**src/rtl/adsr_envelope_ctrl.sv**
```systemverilog
// rtl/adsr_envelope_ctrl.sv - per-voice ADSR envelope sequencer driving an exp lookup ROM
//
// Steps an 8.8 fixed-point index through attack/decay/sustain/release once per
// sample_tick, addresses the external exponential ROM with the index integer
// part and registers the returned word as the envelope value.
//
// Ports:
//   clk            system clock
//   rst            synchronous reset, active-high
//   sample_tick    one-clk sample strobe
//   gate           note on (1) / off (0)
//   attack_rate    index increment per tick, 0 = instant
//   decay_rate     index decrement per tick, 0 = instant
//   sustain_level  sustain index, integer part
//   release_rate   index decrement per tick, 0 = instant
//   rom_addr       exp ROM address (idx integer part)
//   rom_data       exp ROM word, 1-clk read latency
//   env_out        registered envelope value
//   env_valid      one-clk pulse when env_out updates
//   state          0 IDLE, 1 ATTACK, 2 DECAY, 3 SUSTAIN, 4 RELEASE
//   busy           state != IDLE

module adsr_envelope_ctrl #(
  parameter int IDX_W        = 16,
  parameter int MIN_TICK_GAP = 3
) (
  input  logic       clk,
  input  logic       rst,
  input  logic       sample_tick,
  input  logic       gate,
  input  logic [7:0] attack_rate,
  input  logic [7:0] decay_rate,
  input  logic [7:0] sustain_level,
  input  logic [7:0] release_rate,
  output logic [7:0] rom_addr,
  input  logic [7:0] rom_data,
  output logic [7:0] env_out,
  output logic       env_valid,
  output logic [2:0] state,
  output logic       busy
);

  // The index format is fixed 8.8 and the output pipeline is three stages
  // deep, so other values of these parameters are rejected at elaboration.
  if (IDX_W != 16) begin : g_bad_idx_w
    $error("adsr_envelope_ctrl: IDX_W must be 16");
  end
  if (MIN_TICK_GAP < 3) begin : g_bad_tick_gap
    $error("adsr_envelope_ctrl: MIN_TICK_GAP must be at least 3");
  end

  typedef enum logic [2:0] {
    S_IDLE    = 3'd0,
    S_ATTACK  = 3'd1,
    S_DECAY   = 3'd2,
    S_SUSTAIN = 3'd3,
    S_RELEASE = 3'd4
  } state_t;

  localparam logic [IDX_W-1:0] IDX_PEAK = 16'hFF00;

  state_t           cur_state, nxt_state;
  logic [IDX_W-1:0] idx, idx_nxt;
  logic [IDX_W-1:0] sus_idx;
  logic [IDX_W:0]   att_sum;
  logic [IDX_W:0]   dec_diff;
  logic [IDX_W:0]   rel_diff;
  logic             tick_d1, tick_d2;

  // 17-bit arithmetic: bit 16 is the carry of the attack sum and the borrow of
  // the decay/release differences, which is how the index clamps instead of
  // wrapping.
  assign sus_idx  = {sustain_level, 8'h00};
  assign att_sum  = {1'b0, idx} + {9'b0, attack_rate};
  assign dec_diff = {1'b0, idx} - {9'b0, decay_rate};
  assign rel_diff = {1'b0, idx} - {9'b0, release_rate};

  always_comb begin
    nxt_state = cur_state;
    idx_nxt   = idx;
    if (sample_tick) begin
      case (cur_state)
        S_IDLE: begin
          if (gate) nxt_state = S_ATTACK;
        end
        S_ATTACK: begin
          if (!gate) begin
            nxt_state = S_RELEASE;
          end else if (attack_rate == 8'd0 || att_sum >= {1'b0, IDX_PEAK}) begin
            idx_nxt   = IDX_PEAK;
            nxt_state = S_DECAY;
          end else begin
            idx_nxt = att_sum[IDX_W-1:0];
          end
        end
        S_DECAY: begin
          if (!gate) begin
            nxt_state = S_RELEASE;
          end else if (decay_rate == 8'd0 || dec_diff[IDX_W] ||
                       dec_diff[IDX_W-1:0] <= sus_idx) begin
            idx_nxt   = sus_idx;
            nxt_state = S_SUSTAIN;
          end else begin
            idx_nxt = dec_diff[IDX_W-1:0];
          end
        end
        S_SUSTAIN: begin
          // Reloaded every tick so a live sustain_level change is followed.
          if (!gate) nxt_state = S_RELEASE;
          else       idx_nxt   = sus_idx;
        end
        S_RELEASE: begin
          // Retrigger keeps the current index so the attack ramps up from
          // where the release left off, avoiding a click.
          if (gate) begin
            nxt_state = S_ATTACK;
          end else if (release_rate == 8'd0 || rel_diff[IDX_W] ||
                       rel_diff[IDX_W-1:0] == '0) begin
            idx_nxt   = '0;
            nxt_state = S_IDLE;
          end else begin
            idx_nxt = rel_diff[IDX_W-1:0];
          end
        end
        default: begin
          nxt_state = S_IDLE;
          idx_nxt   = '0;
        end
      endcase
    end
  end

  always_ff @(posedge clk) begin
    if (rst) begin
      cur_state <= S_IDLE;
      idx       <= '0;
      tick_d1   <= 1'b0;
      tick_d2   <= 1'b0;
      env_valid <= 1'b0;
      env_out   <= 8'd0;
    end else begin
      cur_state <= nxt_state;
      idx       <= idx_nxt;
      // tick_d1: ROM is sampling the new address; tick_d2: rom_data is valid.
      tick_d1   <= sample_tick;
      tick_d2   <= tick_d1;
      env_valid <= tick_d2;
      if (tick_d2) begin
        env_out <= (cur_state == S_IDLE) ? 8'd0 : rom_data;
      end
    end
  end

  assign rom_addr = idx[IDX_W-1:8];
  assign state    = cur_state;
  assign busy     = (cur_state != S_IDLE);

endmodule

```
**config.mk**
```make
export PLATFORM = sky130hd
export DESIGN_NAME = adsr_envelope_ctrl
export DESIGN_NICKNAME = d
export VERILOG_FILES = /design/src/rtl/adsr_envelope_ctrl.sv
export SDC_FILE = /design/constraint.sdc
export NUM_CORES = 1
export LEC_CHECK = 0
export BUFFER_PORTS_ARGS = -buffer_cell sky130_fd_sc_hd__buf_4
export CORE_ASPECT_RATIO = 1.2
export CORE_MARGIN = 8
export CORE_UTILIZATION = 50
export CTS_CLUSTER_DIAMETER = 150
export CTS_CLUSTER_SIZE = 12
export DETAILED_ROUTE_END_ITERATION = 8
export GPL_ROUTABILITY_DRIVEN = 0
export PLACE_DENSITY = 0.73
export SKIP_CTS_REPAIR_TIMING = 1
export SYNTH_ARGS = -nofsm -noshare
export SYNTH_HDL_FRONTEND = slang
export SYNTH_SLANG_ARGS = --single-unit
```
**constraint.sdc**
```tcl
create_clock -name clk -period 5.5 [get_ports clk]
set_input_delay 0.275 -clock clk [delete_from_list [all_inputs] [get_ports clk]]
set_output_delay 0.275 -clock clk [all_outputs]
set_load 0.01 [all_outputs]
```
==> reports/summary.md <==
The flow ran to the end, and the final reports show no timing, DRC or antenna violations. The per-instance average area after synthesis came out at 7.48 um2. The tightest slew margin relative to the limit is 0.301, and the maximum fanout encountered on the critical timing path is 12. The die is 95.3 um wide.

The library cells used most frequently in the layout, excluding fill and tap cells, are 68 x buf_4, 38 x a21oi_1, 36 x inv_1, 35 x nand2_1, 32 x ha_1. The clock period could shrink to 4.93 ns. For the portion of total power attributed to the clock network, the log shows 0.342. At the worst endpoint, the arrival time is 5.12 ns. Pin placement for this block handled 65 I/O pins. The register share of total power was 0.355.

Clock tree synthesis inserted a total of 5 buffers. The logs give 19.7 mm for the first-pass GRT wire length and 138 uV for the worst-case vdd ir drop. The switching power as a share of total power is 0.334.

For the pin with the worst max-slew slack, the measured transition is 1.05 ns. The worst register-to-register path begins at idx[0]$_SDFFE_PP0P_. For this run, the number of Yosys warnings is 0. The routed wire length was 12.2 mm; the number of unique standard cell types used by synthesis was 74. The kind of path behind the tightest hold check is in -> reg. The combinational power share was 0.303; the detailed-placement wirelength estimate was 9.70 mm. The region available for standard cell placement spans 7270 um2. CTS built an H-tree with a depth of 2. DRC violation total after the first TritonRoute iteration: 312. Synthesis produced a netlist whose cell count is 504. For the met1 track utilization from global routing, the log shows 0.269.

The run gives 0.000222 W as the switching component of the power. Register-to-register setup slack: 0.57 ns. The layout overhead on the synthesized area is 14.8%.

In the final timing run, aggregate negative setup slack is 0 ns. STA classifies the critical path endpoint as a register. Fill cells in the final layout number 690. After detailed routing, the average wire length per cell comes to 19.1 um. Counting cells, the worst reg-to-reg path comes to 16. For the post-route core utilization, the log shows 0.595. The clock passes through at most 2 buffers.

The worst hold margin was 0.250 ns; the design area was 4330 um2. After detailed routing, the number of vias per cell comes to 6.52. The critical path is of the reg -> reg type. In this run the most critical hold path is launched from sample_tick.

The run gives 1.80 nW as the total leakage power. The insertion delay of the later-clocked pin in the worst-skew pair is 0.29 ns. For the iteration count of the initial detailed-routing pass, the log shows 5. TritonCTS built the clock tree. The share of async-settable or async-resettable flops after synthesis came out at 0. Global routing's busiest layer: met2. The floorplan step defined a die boundary enclosing 10600 um2. Setup repair after global routing left no endpoint under its margin. Across the run, the number of max-cap violations was 0. The layout cell share with drive strength beyond 1 was 0.161; the met2 usage in global routing was 0.371. The tools report the sink of the worst hold path as tick_d1$_SDFF_PP0_. After floorplanning, the core was divided into 34 placement rows.

Data on the critical path is required at its endpoint by 5.68 ns. The root buffer cell chosen for the clock tree is clkbuf_8. The sequential area share after synthesis came out at 0.159. The run gives 583 as the number of nets produced by synthesis.

Cell depth of the worst hold path: 2. For this run, the top clock speed supported by timing is 203 MHz. Detailed routing inserted a total of 4154 vias. In this run the power density over the cells is 153 nW/um2.

The synthesized cell area was 3770 um2. The worst register-to-register path ends at idx[2]$_SDFFE_PP0P_. Port buffering added 64 buffers. Number of synthesized flops with an enable pin: 0. The y dimension of the die was 111 um; the number of storage elements in the synthesis netlist was 30.

The max-slew violation count is 0, and the overall global routing resource usage is 0.229. The run gives 30 as the clock sink count. The run gives 0 as the total of endpoints with negative setup slack in the final report. The library cell used most frequently in the layout, excluding fill and tap cells, is buf_4. The tools report the met3 track demand over resource as 0.0386. The net count of the finished layout is 625.

The leftover overflow at the end of global routing was 0. The clock slew at the register clock pins of the worst setup and hold paths is 0.08 ns. The initial core utilization was 0.518; the final clock skew was 0.0102 ns. Internal power comes to 0.000442 W.

For this run, the leading register cell type out of synthesis is dfxtp_1. STA classifies the critical path startpoint as a register. The number of diodes is 0. The final hold violation count is 0.

The count of nets left with antenna violations once routing finished came out at 0. The via count of the first global-routing pass was 4040; the total DRC errors in the routed layout was 0. The placed instance area was 4220 um2.

For the initial antenna violation count, the log shows 0. Entering global routing, the biggest net connects 31 pins. The post-route clock period utilization is 0.897.
==> Yosys cell counts, types with 4 or more instances <==
library cell / n / area share
a31oi_1: 7 / 0.012
nor2_1: 28 / 0.028
o221ai_1: 6 / 0.014
a21o_1: 11 / 0.022
a311oi_1: 4 / 0.0093
nor2b_1: 11 / 0.018
a221oi_1: 4 / 0.0093
nand2b_1: 17 / 0.028
buf_2: 4 / 0.0053
nor4_1: 11 / 0.018
dfxtp_1: 30 / 0.16
xor2_1: 9 / 0.021
o22ai_1: 8 / 0.013
a211oi_1: 11 / 0.022
nand3_1: 18 / 0.024
or3_1: 5 / 0.0083
a22oi_1: 10 / 0.020
o21ai_0: 15 / 0.020
buf_4: 8 / 0.016
nand4_1: 9 / 0.015
inv_1: 36 / 0.036
nand2_1: 35 / 0.035
a21oi_1: 38 / 0.050
xnor2_1: 22 / 0.051
ha_1: 32 / 0.11
o21a_1: 9 / 0.018
o211ai_1: 4 / 0.0080
nor3_1: 11 / 0.015
clkbuf_1: 16 / 0.016
==> cells by family after synthesis <==
| logic type | Yosys count | share of synthesized area |
|---|---|---|
| muxes | 1 | 0.00266 |
| xor gates and xnor gates | 31 | 0.0720 |
| and+or+nand+nor | 172 | 0.247 |
| AOI/OAI and AO/OA | 164 | 0.310 |
| DFF | 30 | 0.159 |
| buffers and inverters | 69 | 0.0820 |
| adders and majority gates | 37 | 0.127 |
==> state kept, by name (all words and copies together), names as in the netlist <==
signal and flops:
tick_d2 1, env_out 8, tick_d1 1, idx 16, state 3, env_valid 1
==> layout make-up <==
| cell class | count | area (um2) | share of cell area |
|---|---|---|---|
| clock buffer | 6 | 72.6 | 0.0168 |
| clock inverter | 2 | 37.5 | 0.00867 |
| inverter | 36 | 135 | 0.0312 |
| multi-input combinational | 405 | 2860 | 0.661 |
| sequential | 30 | 601 | 0.139 |
| tap | 90 | 113 | 0.0260 |
| timing repair buffer | 68 | 510 | 0.118 |
==> per-stage QoR <==
step | setup slack [ns] | instances | power [W]
after floorplan | 1.32 | 504 | 0.000363
after global routing | 0.354 | 637 | 0.000699
after detailed placement | 0.716 | 629 | 0.000439
after global placement | 0.903 | 629 | 0.000436
after CTS | 0.695 | 637 | 0.000663
final | 0.565 | 637 | 0.000664
==> worst max path at each step <==
stage                              from                     to  slack [ns]
finish              idx[0]$_SDFFE_PP0P_    idx[2]$_SDFFE_PP0P_        0.57
global route        idx[0]$_SDFFE_PP0P_    idx[2]$_SDFFE_PP0P_        0.35
CTS                 idx[0]$_SDFFE_PP0P_    idx[2]$_SDFFE_PP0P_        0.69
detailed placement  idx[0]$_SDFFE_PP0P_    idx[2]$_SDFFE_PP0P_        0.72
global placement    idx[0]$_SDFFE_PP0P_    idx[2]$_SDFFE_PP0P_        0.90
floorplan           idx[0]$_SDFFE_PP0P_  state[1]$_SDFFE_PP0P_        1.32
==> per-layer routing <==
layer,wire [um],vias to the layer above,share of wire
met3,919,47,0.076
met1,4840,1929,0.40
met5,0,-,0
met2,5680,204,0.47
met4,720,0,0.059
li1,-,1974,-
==> critical path, stage by stage (launching register included) <==
cell and delay, ns:
dfxtp_1 0.38, inv_1 0.09, ha_1 0.21, fa_1 0.41
nor2b_1 0.18, o2111ai_1 0.20, a31oi_2 0.37, nor4b_1 0.12
xor2_1 0.20, ha_1 0.33, nand4_1 0.14, or4_1 0.51
or3_1 0.33, nor4_1 0.46, nor2b_1 0.33, o2bb2ai_1 0.21
a221o_1 0.36
==> power groups by stage <==
stage                     sequential (W)  clock (W)  combinational, W
after floorplan                 0.000234          0          0.000129
after global placement          0.000240          0          0.000196
after detailed placement        0.000241          0          0.000198
after CTS                       0.000236   0.000229          0.000199
after global routing            0.000237   0.000240          0.000221
final                           0.000236   0.000227          0.000201
Power figures use the tool's default switching activity.
